File: src/rtl/neuron_mac_if.sv
// rtl/neuron_mac_if.sv - start, operand and result signals of the neuron multiply-accumulate stage
interface neuron_mac_if #(
    parameter int WIDTH = 32
);
    logic             en;
    logic [WIDTH-1:0] bias;
    logic             in_valid;
    logic [WIDTH-1:0] x;
    logic [WIDTH-1:0] w;
    logic [WIDTH-1:0] O;
    logic             n_en;
    logic             busy;

    modport master (
        output en, bias, in_valid, x, w,
        input  O, n_en, busy
    );

    modport slave (
        input  en, bias, in_valid, x, w,
        output O, n_en, busy
    );
endinterface

File: src/rtl/neuron_mac.sv
// rtl/neuron_mac.sv - serial Q8.24 multiply-accumulate plus bias; NEURON_MAC_SAT_EN selects saturating output
module neuron_mac #(
    parameter int FLOAT_SIZE = 24,
    parameter int INT_SIZE   = 8,
    parameter int N_INPUTS   = 16
) (
    input  logic         clk,
    input  logic         rst,
    neuron_mac_if.slave  bus
);
    localparam int W     = INT_SIZE + FLOAT_SIZE;
    localparam int ACC_W = 64;
    localparam logic [8:0] LAST = 9'(N_INPUTS - 1);

    typedef enum logic [1:0] {IDLE, ACC, FIN} state_t;

    state_t state, state_next;

    logic [8:0]              cnt;
    logic signed [ACC_W-1:0] acc;
    logic signed [W-1:0]     bias_r;
    logic [W-1:0]            o_r;
    logic                    n_en_r;
    logic                    busy_r;
    logic                    pair_take;

    logic signed [2*W-1:0]   product;
    logic signed [2*W-1:0]   shifted;
    logic signed [ACC_W-1:0] prod;
    logic [W-1:0]            fit_val;

    always_ff @(posedge clk or posedge rst) begin
        if (rst) state <= IDLE;
        else     state <= state_next;
    end

    always_comb begin
        state_next = state;
        pair_take  = 1'b0;
        unique case (state)
            IDLE: if (bus.en) state_next = ACC;
            ACC: begin
                if (bus.in_valid) begin
                    pair_take = 1'b1;
                    if (cnt == LAST) state_next = FIN;
                end
            end
            FIN:     state_next = IDLE;
            default: state_next = IDLE;
        endcase
    end

    // Arithmetic shift floors toward minus infinity, dropping the extra fraction bits.
    always_comb begin
        product = $signed(bus.x) * $signed(bus.w);
        shifted = product >>> FLOAT_SIZE;
        prod    = ACC_W'(shifted);
    end

`ifdef NEURON_MAC_SAT_EN
    localparam logic signed [ACC_W-1:0] SAT_MAX = ACC_W'({1'b0, {(W-1){1'b1}}});
    localparam logic signed [ACC_W-1:0] SAT_MIN = -SAT_MAX - ACC_W'(1);

    logic signed [ACC_W-1:0] sum;

    always_comb begin
        sum = acc + ACC_W'(bias_r);
        if (sum > SAT_MAX)      fit_val = {1'b0, {(W-1){1'b1}}};
        else if (sum < SAT_MIN) fit_val = {1'b1, {(W-1){1'b0}}};
        else                    fit_val = sum[W-1:0];
    end
`else
    // Wrapping only needs the low word, so the add is done at output width.
    always_comb begin
        fit_val = W'(acc) + bias_r;
    end
`endif

    always_ff @(posedge clk or posedge rst) begin
        if (rst) begin
            acc    <= '0;
            cnt    <= '0;
            bias_r <= '0;
            o_r    <= '0;
            n_en_r <= 1'b0;
            busy_r <= 1'b0;
        end else begin
            n_en_r <= 1'b0;
            busy_r <= (state_next != IDLE);
            unique case (state)
                IDLE: begin
                    if (bus.en) begin
                        acc    <= '0;
                        cnt    <= '0;
                        bias_r <= $signed(bus.bias);
                    end
                end
                ACC: begin
                    if (pair_take) begin
                        acc <= acc + prod;
                        cnt <= cnt + 9'd1;
                    end
                end
                FIN: begin
                    o_r    <= fit_val;
                    n_en_r <= 1'b1;
                end
                default: ;
            endcase
        end
    end

    assign bus.O    = o_r;
    assign bus.n_en = n_en_r;
    assign bus.busy = busy_r;
endmodule

File: src/flat_wrapper.sv
// flat-port wrapper written by rule: the top's interface ports become plain ports
module neuron_mac_flat 
#(
    parameter int FLOAT_SIZE = 24,
    parameter int INT_SIZE   = 8,
    parameter int N_INPUTS   = 16
)
  (clk, rst, bus_en, bus_bias, bus_in_valid, bus_x, bus_w, bus_O, bus_n_en, bus_busy);
  neuron_mac_if #(.WIDTH(32)) bus_i ();
  input  logic clk;
  input  logic rst;
  input wire logic [$bits(bus_i.en)-1:0] bus_en;
  input wire logic [$bits(bus_i.bias)-1:0] bus_bias;
  input wire logic [$bits(bus_i.in_valid)-1:0] bus_in_valid;
  input wire logic [$bits(bus_i.x)-1:0] bus_x;
  input wire logic [$bits(bus_i.w)-1:0] bus_w;
  output wire logic [$bits(bus_i.O)-1:0] bus_O;
  output wire logic [$bits(bus_i.n_en)-1:0] bus_n_en;
  output wire logic [$bits(bus_i.busy)-1:0] bus_busy;
  assign bus_i.en = bus_en;
  assign bus_i.bias = bus_bias;
  assign bus_i.in_valid = bus_in_valid;
  assign bus_i.x = bus_x;
  assign bus_i.w = bus_w;
  assign bus_O = bus_i.O;
  assign bus_n_en = bus_i.n_en;
  assign bus_busy = bus_i.busy;
  neuron_mac #(.FLOAT_SIZE(FLOAT_SIZE), .INT_SIZE(INT_SIZE), .N_INPUTS(N_INPUTS)) u_core (.clk(clk), .rst(rst), .bus(bus_i));
endmodule
File: config.mk
export PLATFORM = sky130hd
export DESIGN_NAME = neuron_mac_flat
export DESIGN_NICKNAME = d
export VERILOG_FILES = /design/src/rtl/neuron_mac_if.sv /design/src/rtl/neuron_mac.sv /design/src/flat_wrapper.sv
export SDC_FILE = /design/constraint.sdc
export NUM_CORES = 2
export LEC_CHECK = 0
export CAP_MARGIN = 20
export CELL_PAD_IN_SITES_DETAIL_PLACEMENT = 1
export CELL_PAD_IN_SITES_GLOBAL_PLACEMENT = 1
export CORE_MARGIN = 2
export CORE_UTILIZATION = 53
export CTS_CLUSTER_SIZE = 14
export DETAILED_ROUTE_END_ITERATION = 8
export DONT_BUFFER_PORTS = 1
export PLACE_DENSITY = 0.81
export SETUP_SLACK_MARGIN = 0.1
export SYNTH_ARGS = -nofsm -noshare
export SYNTH_HDL_FRONTEND = slang
export SYNTH_SLANG_ARGS = --single-unit
File: constraint.sdc
create_clock -name clk -period 4.6 [get_ports clk]
set_clock_uncertainty 0.15 [all_clocks]
set_input_delay 0.92 -clock clk [delete_from_list [all_inputs] [get_ports clk]]
set_output_delay 0.92 -clock clk [all_outputs]
set_load 0.05 [all_outputs]
==> flow_summary_export.csv <==
group,metric,value,unit
outcome,outcome,"complete, but fails checks",
outcome,violations,"negative setup slack",
worst_setup_path,timing.critical_path.fanout_max,32,
worst_setup_path,crit_top_cell,"fa_1",
global_routing,grt_overflow_total,0,
synth,syn_inst,4191,
die,dieArea,76300,um2
synth,postSynth.topFlopCell,"dfrtp_1",
synth,post_synth_instance_area,39300,um2
routing,finalWirelength,127000,um
global_routing,globalRouteMet1Util,0.403,
clock_network,cts_hold_buf,0,
worst_setup_path,cp.arrival,9730,ps
clock_network,clock_tree_from_tritoncts,"yes",
layout,antennaDiodeCount,0,
global_routing,use_met2,0.613,
synth,yosysWarnings,0,
min_path,worstHoldPathType,"input pin to async pin",
timing,setup_viol,32,
synth,synth.avg_cell_area,9.37,um2
routing,vias,29900,
run,maxCapViolCount,0,
worst_setup_path,cp_top_family,"adder cells",
worst_setup_path,worstSetupStartpoint,"bus_w[22]",
global_routing,grt_start_max_net_pins,88,
clock_network,number_of_clock_sinks,109,
clock_network,cts-root-buf,"clkbuf_16",
layout,areaGrowthSynthToFinish,9.59,%
die,row_count,99,
synth,yosys-top-cells-area,"fa_1 50%, inv_1 8.6%, and2_1 7.9%, ha_1 7.5%, dfrtp_1 6.9%",
global_routing,top_usage_layer,"met2",
synth,yosys.area.top_type_share,0.501,
placed_design,hpwl_dp,102000,um
worst_setup_path,critPathKind,"input pin to flip-flop",
die,initial_utilization,0.537,
global_routing,first_pass_grt_wire_length,201000,um
worst_setup_path,crit-reg2reg-launch,"u_core.acc[6]",
worst_setup_path,timing.critical_path.buf_inv,5,
routing,avgViaCountPerCell,5.73,
worst_setup_path,cp_slowest_stage_delay,620,ps
timing,unrepaired_setup_endpoints_after_global_routing,"true",
synth,synth_seq_area_share,0.0694,
timing,layout_worst_path_cycle_share,2.10,
timing,max-slew-margin-rel,0.602,
clock_network,clock_insertion_delay_worst_skew,350,ps
timing,worst_pin_slew,596,ps
layout,drive_above_1_share,0.116,
die,fp.dieW,276,um
die,number_of_placed_i_o_pins,134,
synth,synth.distinct_cells,71,
timing,timing.fmax,104,MHz
worst_setup_path,crit_path_start_kind,"input pin",
layout,mostFrequentLayoutCells,"964 x fa_1, 892 x inv_1, 590 x nand2_1, 485 x and2_1, 250 x buf_4",
routing,drc,0,
synth,synth.net_count,5510,
worst_setup_path,timing.critical_path.required,4670,ps
routing,detail_route.wl_per_cell,24.4,um
routing,first_iter_violations,1648,
synth,asyncSetResetFlopFracSynth,1.00,
clock_network,h-tree-depth,3,
routing,drt_first_pass_iters,7,
clock_network,number_of_buffers_created_by_cts,9,
global_routing,first_global_vias,35800,
timing,final_max_slew_viol_count,0,
synth,synth-edff-count,0,
worst_setup_path,critPathCaptureType,"flip-flop",
synth,number_of_storage_elements_in_the_synthesis_netlist,109,
timing,finalWorstPathRequiredPeriod,9650,ps
synth,synth_largest_area_cell,"fa_1",
global_routing,globalRouteTotalUtil,0.340,
clock_network,clkTransAtPathRegs,80,ps
placed_design,gp_congestion,0.905,
die,area_of_the_core,73200,um2
clock_network,cts_max_path_buffers,2,
global_routing,antenna_found_initial,4,
worst_setup_path,timing.critical_path.slowest_stage_cell,"fa_2",
routing,drtAntennaViolNets,0,
global_routing,gr-usage-met3,0.0562,
timing,finalHoldViolCount,0,
timing,setup_ws,-5050,ps
timing,timing.setup.tns,-137250,ps
layout,final_nets,5574,
layout,final_common_cell,"fa_1",
placed_design,port_buffers,0,
die,die_y,276,um
## through the flow
step / worst slack (ps) / hold slack [ps] / utilization / instance area, um2 / instances
after floorplan: -4880 / 329 / - / 39700 / 4191
after global placement: -5230 / 351 / 0.569 / 41600 / 5170
after detailed placement: -5500 / 355 / 0.569 / 41600 / 5171
after CTS: -4930 / 374 / 0.581 / 42500 / 5205
after global routing: -5270 / 367 / 0.588 / 43100 / 5219
final: -5050 / 327 / 0.588 / 43100 / 5219
## layer usage
metal,wire length (um),vias to the layer above
li1,-,12400
met1,46300,16000
met2,67300,1130
met3,7730,370
met4,6040,0
met5,0,-
## flip-flops by register name, indices dropped and copies added (netlist names)
register,cells
u_core.bus.busy,1
u_core.bus.O,32
u_core.state,2
u_core.acc,32
u_core.bus.n_en,1
u_core.cnt,9
u_core.bias_r,32
## area by class of cell
class | count | area (um2)
Clock inverter | 6 | 53.8
Multi-Input combinational cell | 2966 | 33400
Fill cell | 8162 | 30200
Clock buffer | 10 | 239
Tap cell | 959 | 1200
Timing Repair Buffer | 266 | 2080
Inverter | 903 | 3390
Sequential cell | 109 | 2730
## cells in the mapped netlist (10+ instances only)
cell type / instances
fa_1: 984
inv_1: 902
nand2_1: 597
and2_1: 498
ha_1: 235
clkbuf_1: 207
dfrtp_1: 109
o21ai_0: 107
a21oi_1: 75
xnor2_1: 68
nor2_1: 62
xor2_1: 48
a21o_1: 37
mux2_2: 31
nor2b_1: 26
nand2b_1: 23
nor3_1: 17
nand3_1: 15
o21a_1: 15
nand4_1: 11
a31oi_1: 10
## cells by family (layout without fill, tap and decap cells)
family	after synthesis	after routing	synth area share
compound gates	322	322	0.0515
xor+xnor	116	116	0.0259
flops	109	109	0.0694
simple gates	1277	1277	0.161
mux	32	32	0.00914
fa+ha+maj	1219	1219	0.576
buf+inv	1116	1185	0.107
## worst paths after layout
check / end / slack [ps] / cells past startpoint
min reg2reg: u_core.bias_r[29] / 370 / 1
max in group asynchronous: u_core.cnt[0] / 2950 / 3
min in group clk: u_core.bias_r[29] / 370 / 1
max: u_core.acc[28] / -5050 / 35
max reg2reg: u_core.bus.O[31] / 770 / 12
min: u_core.bus.O[31] / 330 / 1
## worst register-to-register path, delay by kind of cell (launching register included)
kind / cells / cell delay [ps]
AO/OA/AOI/OAI: 8 / 2220
adder cells (fa/ha/maj): 1 / 450
flip-flops: 1 / 450
AND/OR/NAND/NOR: 3 / 440
## timing repair
| action | CTS | global route |
|---|---|---|
| gates cloned | 0 | 0 |
| setup buffers | 24 | 17 |
| gates resized for setup | 106 | 75 |
| pin swaps | 121 | 64 |
| setup endpoints to repair | 32 | 32 |
Power is left out: the tool's default activity adds up to more than one toggle a clock period on the data nets, which glitch-free logic cannot reach.
